--- src/rtl/subservient_sram_pkg.sv ---
// Shared types and address helpers for the subservient byte-port to wide-SRAM bridge.
package subservient_sram_pkg;

  typedef enum logic {
    EMPTY   = 1'b0,
    PENDING = 1'b1
  } buf_state_e;

  localparam int DEFAULT_MDW = 32;

  // Number of byte-lane address bits for a macro of width mdw.
  function automatic int lb_of(input int mdw);
    return $clog2(mdw / 8);
  endfunction

  localparam int LB = lb_of(DEFAULT_MDW);

  function automatic int unsigned lane_of(input int unsigned addr, input int lb);
    return addr & ((32'd1 << lb) - 32'd1);
  endfunction

  function automatic int unsigned word_of(input int unsigned addr, input int lb);
    return addr >> lb;
  endfunction

endpackage

--- src/rtl/subservient_sram_rdpipe.sv ---
// Read-side delay line carrying forward data alongside the macro read,
// and the final select between forwarded byte and macro lane.
module subservient_sram_rdpipe
  import subservient_sram_pkg::*;
#(
  parameter int MDW    = 32,
  parameter int RD_LAT = 1
) (
  input  logic                       i_clk,
  input  logic                       i_rst,
  input  logic                       i_fwd_hit,
  input  logic [7:0]                 i_fwd_byte,
  input  logic [$clog2(MDW/8)-1:0]   i_lane,
  input  logic [MDW-1:0]             i_m_rdata,
  output logic [7:0]                 o_rdata
);

  localparam int LANE_BITS = lb_of(MDW);

  typedef struct packed {
    logic                 vld;
    logic                 hit;
    logic [7:0]           byt;
    logic [LANE_BITS-1:0] lane;
  } stage_t;

  stage_t pipe_reg [RD_LAT];
  stage_t tail;

  always_ff @(posedge i_clk or posedge i_rst) begin
    if (i_rst) begin
      for (int i = 0; i < RD_LAT; i++) pipe_reg[i] <= '0;
    end else begin
      pipe_reg[0] <= '{vld: 1'b1, hit: i_fwd_hit, byt: i_fwd_byte, lane: i_lane};
      for (int i = 1; i < RD_LAT; i++) pipe_reg[i] <= pipe_reg[i-1];
    end
  end

  assign tail = pipe_reg[RD_LAT-1];

  // Forwarded bytes override the macro, which may return stale data on a collision.
  always_comb begin
    o_rdata = 8'h00;
    if (tail.vld) o_rdata = tail.hit ? tail.byt : i_m_rdata[{tail.lane, 3'b000} +: 8];
  end

endmodule

--- src/rtl/subservient_sram_bridge.sv ---
// Byte-wide 1W1R port to wide masked-write SRAM macro, with a one-word
// write-coalescing buffer and read-after-write forwarding.
module subservient_sram_bridge
  import subservient_sram_pkg::*;
#(
  parameter int AW           = 13,
  parameter int MDW          = 32,
  parameter int RD_LAT       = 1,
  parameter int FLUSH_CYCLES = 8
) (
  input  logic                          i_clk,
  input  logic                          i_rst,
  input  logic [AW-1:0]                 i_waddr,
  input  logic [7:0]                    i_wdata,
  input  logic                          i_wen,
  input  logic [AW-1:0]                 i_raddr,
  output logic [7:0]                    o_rdata,
  input  logic                          i_flush,
  output logic                          o_idle,
  output logic                          o_m_we,
  output logic [MDW/8-1:0]              o_m_wmask,
  output logic [AW-$clog2(MDW/8)-1:0]   o_m_waddr,
  output logic [MDW-1:0]                o_m_wdata,
  output logic                          o_m_re,
  output logic [AW-$clog2(MDW/8)-1:0]   o_m_raddr,
  input  logic [MDW-1:0]                i_m_rdata
);

  localparam int LANE_BITS = lb_of(MDW);
  localparam int NL        = MDW / 8;
  localparam int WW        = AW - LANE_BITS;
  localparam int CW        = (FLUSH_CYCLES > 1) ? $clog2(FLUSH_CYCLES) : 1;

  buf_state_e           state_reg, state_next;
  logic [WW-1:0]        buf_word_reg, buf_word_next;
  logic [MDW-1:0]       buf_data_reg, buf_data_next;
  logic [NL-1:0]        buf_mask_reg, buf_mask_next;
  logic [CW-1:0]        cnt_reg, cnt_next;
  logic                 flush_pend_reg, flush_pend_next;
  logic                 m_we_reg, m_we_next;
  logic [NL-1:0]        m_wmask_reg, m_wmask_next;
  logic [WW-1:0]        m_waddr_reg, m_waddr_next;
  logic [MDW-1:0]       m_wdata_reg, m_wdata_next;

  logic [WW-1:0]        w_word, r_word;
  logic [LANE_BITS-1:0] w_lane, r_lane;
  logic [NL-1:0]        w_onehot;
  logic [MDW-1:0]       masked_data;
  logic                 flush_req, flush_due;
  logic                 fwd_hit;
  logic [7:0]           fwd_byte;

  assign w_word   = WW'(word_of(32'(i_waddr), LANE_BITS));
  assign w_lane   = LANE_BITS'(lane_of(32'(i_waddr), LANE_BITS));
  assign r_word   = WW'(word_of(32'(i_raddr), LANE_BITS));
  assign r_lane   = LANE_BITS'(lane_of(32'(i_raddr), LANE_BITS));
  assign w_onehot = NL'(1) << w_lane;

  genvar gi;
  generate
    for (gi = 0; gi < NL; gi++) begin : g_lane
      assign masked_data[gi*8 +: 8] = buf_mask_reg[gi] ? buf_data_reg[gi*8 +: 8] : 8'h00;
    end
  endgenerate

  // A flush that arrives with a write is held over until a write-free cycle.
  assign flush_req = i_flush || flush_pend_reg;
  assign flush_due = flush_req || ((FLUSH_CYCLES != 0) && (cnt_reg == CW'(FLUSH_CYCLES - 1)));

  always_comb begin
    state_next      = state_reg;
    buf_word_next   = buf_word_reg;
    buf_data_next   = buf_data_reg;
    buf_mask_next   = buf_mask_reg;
    cnt_next        = cnt_reg;
    flush_pend_next = flush_req && i_wen;
    m_we_next       = 1'b0;
    m_wmask_next    = '0;
    m_waddr_next    = m_waddr_reg;
    m_wdata_next    = '0;
    case (state_reg)
      EMPTY: begin
        if (i_wen) begin
          state_next                          = PENDING;
          buf_word_next                       = w_word;
          buf_mask_next                       = w_onehot;
          buf_data_next[{w_lane, 3'b000} +: 8] = i_wdata;
          cnt_next                            = '0;
        end
      end
      PENDING: begin
        if (i_wen) begin
          cnt_next                            = '0;
          buf_data_next[{w_lane, 3'b000} +: 8] = i_wdata;
          if (w_word != buf_word_reg) begin
            m_we_next     = 1'b1;
            m_wmask_next  = buf_mask_reg;
            m_waddr_next  = buf_word_reg;
            m_wdata_next  = masked_data;
            buf_word_next = w_word;
            buf_mask_next = w_onehot;
          end else begin
            buf_mask_next = buf_mask_reg | w_onehot;
          end
        end else if (flush_due) begin
          m_we_next     = 1'b1;
          m_wmask_next  = buf_mask_reg;
          m_waddr_next  = buf_word_reg;
          m_wdata_next  = masked_data;
          state_next    = EMPTY;
          buf_mask_next = '0;
          cnt_next      = '0;
        end else begin
          cnt_next = cnt_reg + CW'(1);
        end
      end
      default: state_next = EMPTY;
    endcase
  end

  always_ff @(posedge i_clk or posedge i_rst) begin
    if (i_rst) begin
      state_reg      <= EMPTY;
      buf_word_reg   <= '0;
      buf_data_reg   <= '0;
      buf_mask_reg   <= '0;
      cnt_reg        <= '0;
      flush_pend_reg <= 1'b0;
      m_we_reg       <= 1'b0;
      m_wmask_reg    <= '0;
      m_waddr_reg    <= '0;
      m_wdata_reg    <= '0;
    end else begin
      state_reg      <= state_next;
      buf_word_reg   <= buf_word_next;
      buf_data_reg   <= buf_data_next;
      buf_mask_reg   <= buf_mask_next;
      cnt_reg        <= cnt_next;
      flush_pend_reg <= flush_pend_next;
      m_we_reg       <= m_we_next;
      m_wmask_reg    <= m_wmask_next;
      m_waddr_reg    <= m_waddr_next;
      m_wdata_reg    <= m_wdata_next;
    end
  end

  // Newest copy wins: same-cycle write, then buffer, then the write leaving this cycle.
  always_comb begin
    fwd_hit  = 1'b0;
    fwd_byte = 8'h00;
    if (i_wen && (i_waddr == i_raddr)) begin
      fwd_hit  = 1'b1;
      fwd_byte = i_wdata;
    end else if ((state_reg == PENDING) && (buf_word_reg == r_word) && buf_mask_reg[r_lane]) begin
      fwd_hit  = 1'b1;
      fwd_byte = buf_data_reg[{r_lane, 3'b000} +: 8];
    end else if (m_we_reg && (m_waddr_reg == r_word) && m_wmask_reg[r_lane]) begin
      fwd_hit  = 1'b1;
      fwd_byte = m_wdata_reg[{r_lane, 3'b000} +: 8];
    end
  end

  subservient_sram_rdpipe #(
    .MDW    (MDW),
    .RD_LAT (RD_LAT)
  ) u_rdpipe (
    .i_clk      (i_clk),
    .i_rst      (i_rst),
    .i_fwd_hit  (fwd_hit),
    .i_fwd_byte (fwd_byte),
    .i_lane     (r_lane),
    .i_m_rdata  (i_m_rdata),
    .o_rdata    (o_rdata)
  );

  assign o_idle    = (state_reg == EMPTY) && !m_we_reg;
  assign o_m_we    = m_we_reg;
  assign o_m_wmask = m_wmask_reg;
  assign o_m_waddr = m_waddr_reg;
  assign o_m_wdata = m_wdata_reg;
  assign o_m_re    = !i_rst;
  assign o_m_raddr = r_word;

endmodule

--- config.mk ---
export PLATFORM = sky130hd
export DESIGN_NAME = subservient_sram_bridge
export DESIGN_NICKNAME = d
export VERILOG_FILES = /design/src/rtl/subservient_sram_pkg.sv /design/src/rtl/subservient_sram_rdpipe.sv /design/src/rtl/subservient_sram_bridge.sv
export SDC_FILE = /design/constraint.sdc
export NUM_CORES = 1
export LEC_CHECK = 0
export ABC_AREA = 1
export CELL_PAD_IN_SITES_DETAIL_PLACEMENT = 0
export CELL_PAD_IN_SITES_GLOBAL_PLACEMENT = 1
export CORE_MARGIN = 2
export CORE_UTILIZATION = 30
export CTS_CLUSTER_DIAMETER = 120
export CTS_CLUSTER_SIZE = 25
export DETAILED_ROUTE_END_ITERATION = 12
export PLACE_DENSITY_LB_ADDON = 0.2
export SETUP_SLACK_MARGIN = 0.02
export SLEW_MARGIN = 30
export SYNTH_ARGS = -nofsm -noshare
export SYNTH_HDL_FRONTEND = slang
export SYNTH_SLANG_ARGS = --single-unit
--- constraint.sdc ---
create_clock -name i_clk -period 5.9 [get_ports i_clk]
set_clock_uncertainty 0.05 [all_clocks]
set_input_delay 1.475 -clock i_clk [delete_from_list [all_inputs] [get_ports i_clk]]
set_output_delay 1.475 -clock i_clk [all_outputs]
set_load 0.05 [all_outputs]
==> impl_metrics.env <==
export IMPL_period_share_pct=83.0
export IMPL_dp_slack_ns=0.938
export IMPL_rows=52
export IMPL_drt_initial_drc_count=255
export IMPL_die_y_um=146
export IMPL_cts_sinks=112
export IMPL_powerDensity_nw_per_um2=246
export IMPL_final_common_cell="nand2_1"
export IMPL_most_common_layout_cells="nand2_1, clkdlybuf4s50_1, dfrtp_1"
export IMPL_layout_nets=990
export IMPL_crit_path_frequent_cell="clkdlybuf4s50_1"
export IMPL_tritoncts="done"
export IMPL_yosysTopAreaCell="dfrtp_1"
export IMPL_drive_gt1_share_pct=5.68
export IMPL_grtUsageMet1_pct=26.1
export IMPL_cp_max_fo=1
export IMPL_wl_per_cell_um=16.5
export IMPL_tightest_slew_ns=0.783
export IMPL_overflow=0
export IMPL_finalWirelength_um=19600
export IMPL_num_vias=5557
export IMPL_vdd_drop_max_mv=0.144
export IMPL_maxCapViolations=0
export IMPL_area_growth_pct=29.8
export IMPL_syn_nets=874
export IMPL_postRouteAntennaNets=0
export IMPL_synth_distinct_cells=33
export IMPL_firstDrtPassIters=5
export IMPL_post_cts_setup_buffers=0
export IMPL_worst_path_buf_inv=3
export IMPL_start_util_pct=30.3
export IMPL_portBuffers=138
export IMPL_fmax_mhz=204
export IMPL_r2r_setup_slack_ns=3.90
export IMPL_critPathKind="in2out"
export IMPL_root_buffer="clkbuf_16"
export IMPL_synth_area_leaders="dfrtp_1, nand2_1, nor2_1"
export IMPL_ctsHoldBuffers=0
export IMPL_antenna_found_initial=0
export IMPL_clk_latency_ns=0.36
export IMPL_clockBufferDepth=2
export IMPL_met2_usage_pct=30.4
export IMPL_grt_pass1_wl_um=30900
export IMPL_synth_warnings=0
export IMPL_p_leak_nw=3.69
export IMPL_drc=0
export IMPL_path_cells="clkdlybuf4s50_1 > nor2_1 > o32ai_1 > o21ai_0 > inv_1 > clkdlybuf4s50_1"
export IMPL_cts_resized_gates=0
export IMPL_place_congestion=0.813
export IMPL_hold_class="reg2reg"
export IMPL_status="finished, final reports clean"
export IMPL_grt_usage_pct=18.6
export IMPL_netlist_instances=794
export IMPL_rsz0062_at_grt="no"
export IMPL_dieArea_um2=21400
export IMPL_die_w_um=146
export IMPL_slew_violations=0
export IMPL_core_area_um2=20000
export IMPL_cts_buffers=9
export IMPL_finalSetupViolations=0
export IMPL_clk_pin_slew_ns=0.08
export IMPL_crit_path_max_incr_delay_ns=0.82
export IMPL_critPathSlowestCell="clkdlybuf4s50_1"
export IMPL_finalHoldViolCount=0
export IMPL_worstPathArrival_ns=3.37
export IMPL_relSlewSlack_pct=47.8
export IMPL_cp_top_family="buffers and inverters"
export IMPL_worstPathRequired_ns=4.38
export IMPL_layout_min_cycle_time_ns=4.89
export IMPL_cts_max_level=3
export IMPL_globalRouteMet3Util_pct=3.28
export IMPL_grt_max_degree=59
export IMPL_ios=139
export IMPL_antennaDiodeCount=0
export IMPL_timing_final_ws_setup_ns=1.01
export IMPL_seq_area_frac_synth_pct=46.2
export IMPL_netlist_area_leader_share_pct=46.2
export IMPL_startpoint_type="primary input"
export IMPL_synth_area_per_cell_um2=7.64
export IMPL_grt_pass1_vias=5488
export IMPL_synth_seq_cells=112
export IMPL_cp_end_kind="output port"
export IMPL_top_usage_layer="met2"
export IMPL_setup_tns_final_ns=0
export IMPL_hpwl_um=14000
export IMPL_synth_area_um2=6070
export IMPL_drt_vias_per_instance=4.69
cell type report:
type,instances,area (um2)
inverters,109,414
repair buffers,142,1410
clock inverters,5,46.3
multi-input cells,536,2630
clock buffers,11,243
flip-flops and latches,112,2800
well taps,270,338
fillers,2159,12200
synthesized netlist by cell type:
| cell | count |
|---|---|
| nand2_1 | 179 |
| dfrtp_1 | 112 |
| nor2_1 | 109 |
| inv_1 | 96 |
| o21ai_0 | 77 |
| o22ai_1 | 40 |
| nand3_1 | 37 |
| a21oi_1 | 26 |
| buf_4 | 13 |
| nand4_1 | 11 |
| ha_1 | 10 |
| clkbuf_1 | 9 |
| inv_2 | 9 |
| buf_2 | 8 |
| o32ai_1 | 8 |
| o21ai_2 | 6 |
| xnor2_1 | 6 |
| xor2_1 | 6 |
| nand3_2 | 5 |
| buf_6 | 4 |
| clkinv_1 | 3 |
| nand2_2 | 3 |
| nor2_2 | 3 |
| o21ai_1 | 3 |
| clkbuf_2 | 2 |
| nand2_4 | 2 |
| buf_1 | 1 |
| conb_1 | 1 |
| inv_4 | 1 |
| nand3_4 | 1 |
| nor2_4 | 1 |
| o21bai_1 | 1 |
| or2_2 | 1 |
path summary, 6_finish.rpt:
path | startpoint | to | cells after the start
setup / recovery | i_m_rdata[0] | o_rdata[0] | 6
hold / removal | cnt_reg[0] | cnt_reg[0] | 1
setup reg to reg | cnt_reg[0] | o_m_waddr[10] | 8
hold reg to reg | cnt_reg[0] | cnt_reg[0] | 1
max in group asynchronous | i_rst | u_rdpipe.pipe_reg[2] | 4
min in group asynchronous | i_rst | o_m_waddr[2] | 3
power breakdown:
part	switching, mW	leakage (nW)	total [mW]	internal [mW]
registers	0.0407	1.50	0.855	0.814
clock network	0.307	0.143	0.615	0.308
logic	0.304	2.04	0.469	0.166
total	0.651	3.69	1.94	1.29
logic make-up (layout without fill, tap and decap cells):
kind of cell             after synthesis  count (layout)  share of synthesized area, %
AND/OR/NAND/NOR                      352             352                          24.4
AO/OA/AOI/OAI                        161             161                          15.0
buffers and inverters                146             267                          10.6
flip-flops                           112             112                          46.2
XOR/XNOR                              12              12                          1.73
adder cells (fa/ha/maj)               10              10                          2.06
other                                  1               1                        0.0618
worst register-to-register path, cell delays in order (launching register included):
cell,delay [ns]
dfrtp_1,0.40
ha_1,0.20
ha_1,0.17
inv_1,0.05
nand2_1,0.06
o21ai_0,0.16
clkinv_1,0.28
nand2_4,0.35
o21ai_0,0.15
metrics by stage:
step / std cells / hold WS (ns) / utilization (%) / cell area (um2) / total power [mW]
after global routing: 1185 / 0.483 / 39.3 / 7880 / 2.03
after detailed placement: 1169 / 0.438 / 37.9 / 7590 / 1.34
after global placement: 1169 / 0.425 / 37.9 / 7590 / 1.34
after CTS: 1185 / 0.456 / 39.3 / 7880 / 1.96
final: 1185 / 0.452 / 39.3 / 7880 / 1.94
after floorplan: 794 / 0.400 / - / 6070 / 1.16
layer usage:
metal	share of wire (%)	routed length, um
met1	47	9220
met2	47	9130
met3	5.2	1020
met4	1.2	231
met5	0	0
(Power assumes the default switching activity.)
==> patch 1 (same settings) <==
`MDW` is set to 32 in 2 places; all go to 64.
--- a/src/rtl/subservient_sram_rdpipe.sv
+++ b/src/rtl/subservient_sram_rdpipe.sv
@@ -3,7 +3,7 @@
 module subservient_sram_rdpipe
   import subservient_sram_pkg::*;
 #(
-  parameter int MDW    = 32,
+  parameter int MDW    = 64,
   parameter int RD_LAT = 1
 ) (
   input  logic                       i_clk,
--- a/src/rtl/subservient_sram_bridge.sv
+++ b/src/rtl/subservient_sram_bridge.sv
@@ -4,7 +4,7 @@
   import subservient_sram_pkg::*;
 #(
   parameter int AW           = 13,
-  parameter int MDW          = 32,
+  parameter int MDW          = 64,
   parameter int RD_LAT       = 1,
   parameter int FLUSH_CYCLES = 8
 ) (
Ports: changed (5 resized); port bits go from 139 to 205. The function was not compared with the original's and may differ.
==> patch 1 against the original RTL <==
- routed wire length grew 75%
- sequential cell count grew 71
- register-to-register slack worse by 0.39 ns
- design area increased by 58%
- power up 79%
- synthesized cell count is 59% higher
- synthesized area is 58% higher
- worst setup slack better by 0.0066 ns
==> patch 1: results (changes against the original RTL) <==
Status - completed (unchanged)
Leakage - 0.005939 µW (was 0.003686 µW)
Seq/Total Area, Yosys - 0.4772 (was 0.4618)
Critical Path AT - 3.36 ns (was 3.37 ns)
Primary FF master, synth - dfrtp_1 (unchanged)
R2R Setup Slk - 3.51 ns (was 3.90 ns)
First-pass GRT wire length - 51470 µm (was 30900 µm)
Dpl cells - 1807 (was 1169)
Ant diodes - 0 (unchanged)
Slowest-stage cell, CP - clkdlybuf4s50_1 (unchanged)
Area contributors post-synth - dfrtp_1 (48%), nand2_1 (13%), nand3_1 (6.6%) (was dfrtp_1 (46%), nand2_1 (11%), nor2_1 (6.7%))
H-tree Lvls - 4 (was 3)
Worst R2R End - o_m_wdata[16] (was o_m_waddr[10])
Initial DRT Pass Iterations - 5 (unchanged)
Placed Area - 11810 µm² (was 7591 µm²)
Largest net degree at the start of global routing - 65 (was 59)
Hold Path Sink - buf_data_reg[35] (was cnt_reg[0])
Largest fanout on the critical path - 1 (unchanged)
Syn nets - 1369 (was 874)
Most frequent cells after synthesis - nand2_1 (330), dfrtp_1 (183), inv_1 (137) (was nand2_1 (179), dfrtp_1 (112), nor2_1 (109))
CP max stage delay - 0.80 ns (was 0.82 ns)
DR WL/cell - 18.63 µm (was 16.54 µm)
Worst-path clk slew - 0.07 ns
Final Routed Wirelength - 34270 µm (was 19610 µm)
Nets@finish - 1534 (was 990)
Post-CTS Setup Inserts - 0 (unchanged)
Worst VDD drop - 0.2142 mV (was 0.1439 mV)
Gr usage total - 0.2049 (was 0.1862)
Min Hold Slack - 0.4363 ns (was 0.4523 ns)
Initial antenna violation count - 0 (unchanged)
Share of cells above drive strength 1 - 0.06333 (was 0.05683)
Place WS - 1.009 ns (was 0.9377 ns)
Finished Core Util - 0.3935 (was 0.3932)
Clk root buf - clkbuf_16 (unchanged)
Worst Hold Depth - 2 (was 1)
Clk buf depth - 2 (unchanged)
Clk_lat worst skew - 0.45 ns (was 0.36 ns)
Input/output buffers - 204 (was 138)
R2R depth - 8 (unchanged)
Hold_buf cts - 0 (unchanged)
Worst Hold Launch - buf_data_reg[35] (was cnt_reg[0])
Vias in the first global route - 8449 (was 5488)
Placer Congestion - 0.8308 (was 0.8133)
Initial drt markers - 571 (was 255)
Hold Path Class - flop to flop (unchanged)
Fill cells - 3346 (was 2159)
CTS Buf Count - 17 (was 9)
# resized after CTS - 0 (unchanged)
Synth cell types - 41 (was 33)
Detailed-placement wirelength estimate - 24680 µm (was 14040 µm)
Least-Margin Pin Slew - 0.8311 ns (was 0.7832 ns)
YS warnings - 0 (unchanged)
Async set-reset flop share out of synthesis - 1.000 (unchanged)
Syn avg cell area - 7.622 µm² (was 7.644 µm²)
RR Startpoint - cnt_reg[0] (unchanged)
Vias/cell - 4.764 (was 4.689)
[patch 1: cell families (layout without fill, tap and decap cells)]
group	count (synthesis)	count (layout)	share of synthesized area
simple gates	649	649	0.2947
xor+xnor	11	11	0.01004
flops	183	183	0.4772
compound gates	196	196	0.1093
fa+ha+maj	8	8	0.01043
other cells	1	1	0.0003908
buf+inv	211	389	0.09804
[patch 1: worst max-delay path, delay by kind of cell]
kind	cells	cell delay, ns
buffers and inverters	3	1.33
AND/OR/NAND/NOR	2	0.17
AO/OA/AOI/OAI	3	0.39
[patch 1: worst max-delay path by stage]
stage,from,end,slack [ns],depth (start not counted)
CTS,i_m_rdata[51],o_rdata[3],1.00,8
global placement,i_m_rdata[50],o_rdata[2],1.0,8
global route,i_m_rdata[23],o_rdata[7],0.91,8
floorplan,i_rst,o_m_re,0.52,1
finish,i_m_rdata[51],o_rdata[3],1.01,8
detailed placement,i_m_rdata[51],o_rdata[3],1.01,8
[patch 1: layout make-up]
type                    instances  area share
clock buffers                  22     0.03900
clock inverters                10    0.009674
flip-flops and latches        183      0.3688
repair buffers                212      0.1694
well taps                     402     0.04051
multi-input cells             865      0.3283
inverters                     145     0.04434
[patch 1: routing by layer]
layer / up-vias / global-route usage / routed length (µm)
met5: - / 0 / 0
met4: 0 / 0.04480 / 346
met2: 275 / 0.3343 / 15970
met3: 19 / 0.03793 / 1950
li1: 4336 / - / -
met1: 4131 / 0.2842 / 16000
[patch 1: report_power, final]
part           total (µW)  internal, µW  switching [µW]
Combinational         770           272             498
Clock                1180           671             514
Sequential           1520          1410             116
==> patch 2 (same settings) <==
Made on the original files. Put a register stage on the outputs `o_idle`, `o_m_re` and `o_m_raddr`, without a reset. The values now appear one clock later. The other outputs are not delayed to match.
--- a/src/rtl/subservient_sram_bridge.sv
+++ b/src/rtl/subservient_sram_bridge.sv
@@ -173,13 +173,15 @@
     .o_rdata    (o_rdata)
   );
 
-  assign o_idle    = (state_reg == EMPTY) && !m_we_reg;
   assign o_m_we    = m_we_reg;
   assign o_m_wmask = m_wmask_reg;
   assign o_m_waddr = m_waddr_reg;
   assign o_m_wdata = m_wdata_reg;
-  assign o_m_re    = !i_rst;
-  assign o_m_raddr = r_word;
+  always_ff @(posedge i_clk) begin
+    o_idle    <= (state_reg == EMPTY) && !m_we_reg;
+    o_m_re    <= !i_rst;
+    o_m_raddr <= r_word;
+  end
 
 endmodule
 
Check against the original RTL: not equivalent (a bounded check fails within 4 cycles, from zero or initial values and one cycle with i_rst high).
==> patch 2 against the original RTL <==
- synthesized area increased by 4.5%
- sequential cell count increased by 13
- routed wire length increased by 2.0%
- design area increased by 8.5%
- clock power increased by 74%
- critical path depth unchanged
- sequential share of layout area increased by 0.25 points
- worst setup slack improved by 0.092 ns
- die area increased by 4.4%
- sequential power increased by 11%
- power increased by 29%
==> patch 2: results (changes against the original RTL) <==
Worst R2R End - o_m_wdata[18] (was o_m_waddr[10])
Seq/Total Area, Yosys - 0.4827 (was 0.4618)
Input/output buffers - 138 (unchanged)
Vias in the first global route - 5441 (was 5488)
Gr usage total - 0.1844 (was 0.1862)
Async set-reset flop share out of synthesis - 0.8960 (was 1.000)
H-tree Lvls - 4 (was 3)
CP max stage delay - 0.79 ns (was 0.82 ns)
Status - completed (unchanged)
Placer Congestion - 0.8192 (was 0.8133)
YS warnings - 0 (unchanged)
Nets@finish - 1021 (was 990)
Most frequent cells after synthesis - nand2_1 (188), dfrtp_1 (112), nor2_1 (106) (was nand2_1 (179), dfrtp_1 (112), nor2_1 (109))
Syn nets - 884 (was 874)
Final Routed Wirelength - 19990 µm (was 19610 µm)
Least-Margin Pin Slew - 0.8817 ns (was 0.7832 ns)
Worst-path clk slew - 0.06 ns (was 0.08 ns)
Detailed-placement wirelength estimate - 14910 µm (was 14040 µm)
Critical Path AT - 3.28 ns (was 3.37 ns)
Clk_lat worst skew - 0.42 ns (was 0.36 ns)
Largest net degree at the start of global routing - 48 (was 59)
Initial drt markers - 259 (was 255)
Post-CTS Setup Inserts - 0 (unchanged)
RR Startpoint - cnt_reg[0] (unchanged)
Vias/cell - 4.614 (was 4.689)
Area contributors post-synth - dfrtp_1 (44%), nand2_1 (11%), nor2_1 (6.3%) (was dfrtp_1 (46%), nand2_1 (11%), nor2_1 (6.7%))
Leakage - 0.004005 µW (was 0.003686 µW)
Switching pwr - 775.6 µW (was 650.9 µW)
Syn avg cell area - 7.892 µm² (was 7.644 µm²)
DR WL/cell - 16.27 µm (was 16.54 µm)
Hold Path Sink - o_idle (was cnt_reg[0])
Ant diodes - 0 (unchanged)
Synth cell types - 38 (was 33)
CTS Buf Count - 17 (was 9)
Worst Hold Launch - o_m_we (was cnt_reg[0])
First-pass GRT wire length - 31330 µm (was 30900 µm)
Share of cells above drive strength 1 - 0.08595 (was 0.05683)
Worst VDD drop - 0.1787 mV (was 0.1439 mV)
R2R Setup Slk - 3.98 ns (was 3.90 ns)
Placed Area - 7958 µm² (was 7591 µm²)
==> patch 2: cell count changes in the layout (fill, tap and decap cells not counted), sizes merged, moves of 2 or more <==
cell    change
dfxtp      +13
o21ai       +5
o22ai       -4
nand3       -4
inv         -2
bufinv      +2
a32o        +2
clkinv      +2
clkbuf      +8
nand2      +19
nand4       -2
==> patch 2: worst max path at each step <==
stage                       from              end
CTS                 i_m_rdata[6]       o_rdata[6]
detailed placement  i_m_rdata[6]       o_rdata[6]
global route        i_m_rdata[7]       o_rdata[7]
floorplan                  i_rst  buf_data_reg[0]
global placement    i_m_rdata[6]       o_rdata[6]
finish              i_m_rdata[6]       o_rdata[6]
==> patch 2: worst max-delay path: cells and delay by family <==
family	cells	cell delay, ns
compound gates	2	0.44
simple gates	1	0.04
buf+inv	3	1.32
==> patch 2: metal layers <==
metal,track usage,wire length (µm),up-vias,share of wire
met1,0.2797,10170,2621,0.51
met5,0,0,-,0
met2,0.2656,8507,158,0.43
li1,-,-,2877,-
met4,0.05095,182,0,0.0091
met3,0.03628,1136,14,0.057
==> patch 2: power by group through the flow <==
| stage | logic, µW | clock network [µW] | registers [µW] |
|---|---|---|---|
| after floorplan | 232 | 0 | 1030 |
| after global placement | 481 | 0 | 966 |
| after detailed placement | 481 | 0 | 966 |
| after CTS | 483 | 1090 | 951 |
| after global routing | 528 | 1130 | 958 |
| final | 480 | 1070 | 951 |
==> patch 2: kinds of logic (layout without fill, tap and decap cells) <==
group / count (synthesis) / after routing / synth area share
simple gates: 365 / 365 / 0.2445
xor+xnor: 11 / 11 / 0.01518
fa+ha+maj: 10 / 10 / 0.01972
flops: 125 / 125 / 0.4827
compound gates: 163 / 163 / 0.1513
other cells: 1 / 1 / 0.0005910
buf+inv: 129 / 279 / 0.08598
==> patch 2: cell type report <==
cell class | count | area [µm²]
multi-input cells | 550 | 2736
clock buffers | 19 | 442.9
fillers | 2184 | 12340
well taps | 275 | 344.1
flip-flops and latches | 125 | 3063
clock inverters | 13 | 151.4
inverters | 104 | 395.4
repair buffers | 143 | 1419
==> patch 2: metrics by stage <==
step,setup slack (ns),hold WS [ns]
after global routing,0.9916,0.4684
after global placement,1.073,0.4243
after CTS,1.070,0.4390
after detailed placement,1.070,0.4247
after floorplan,1.403,0.4136
final,1.098,0.4340
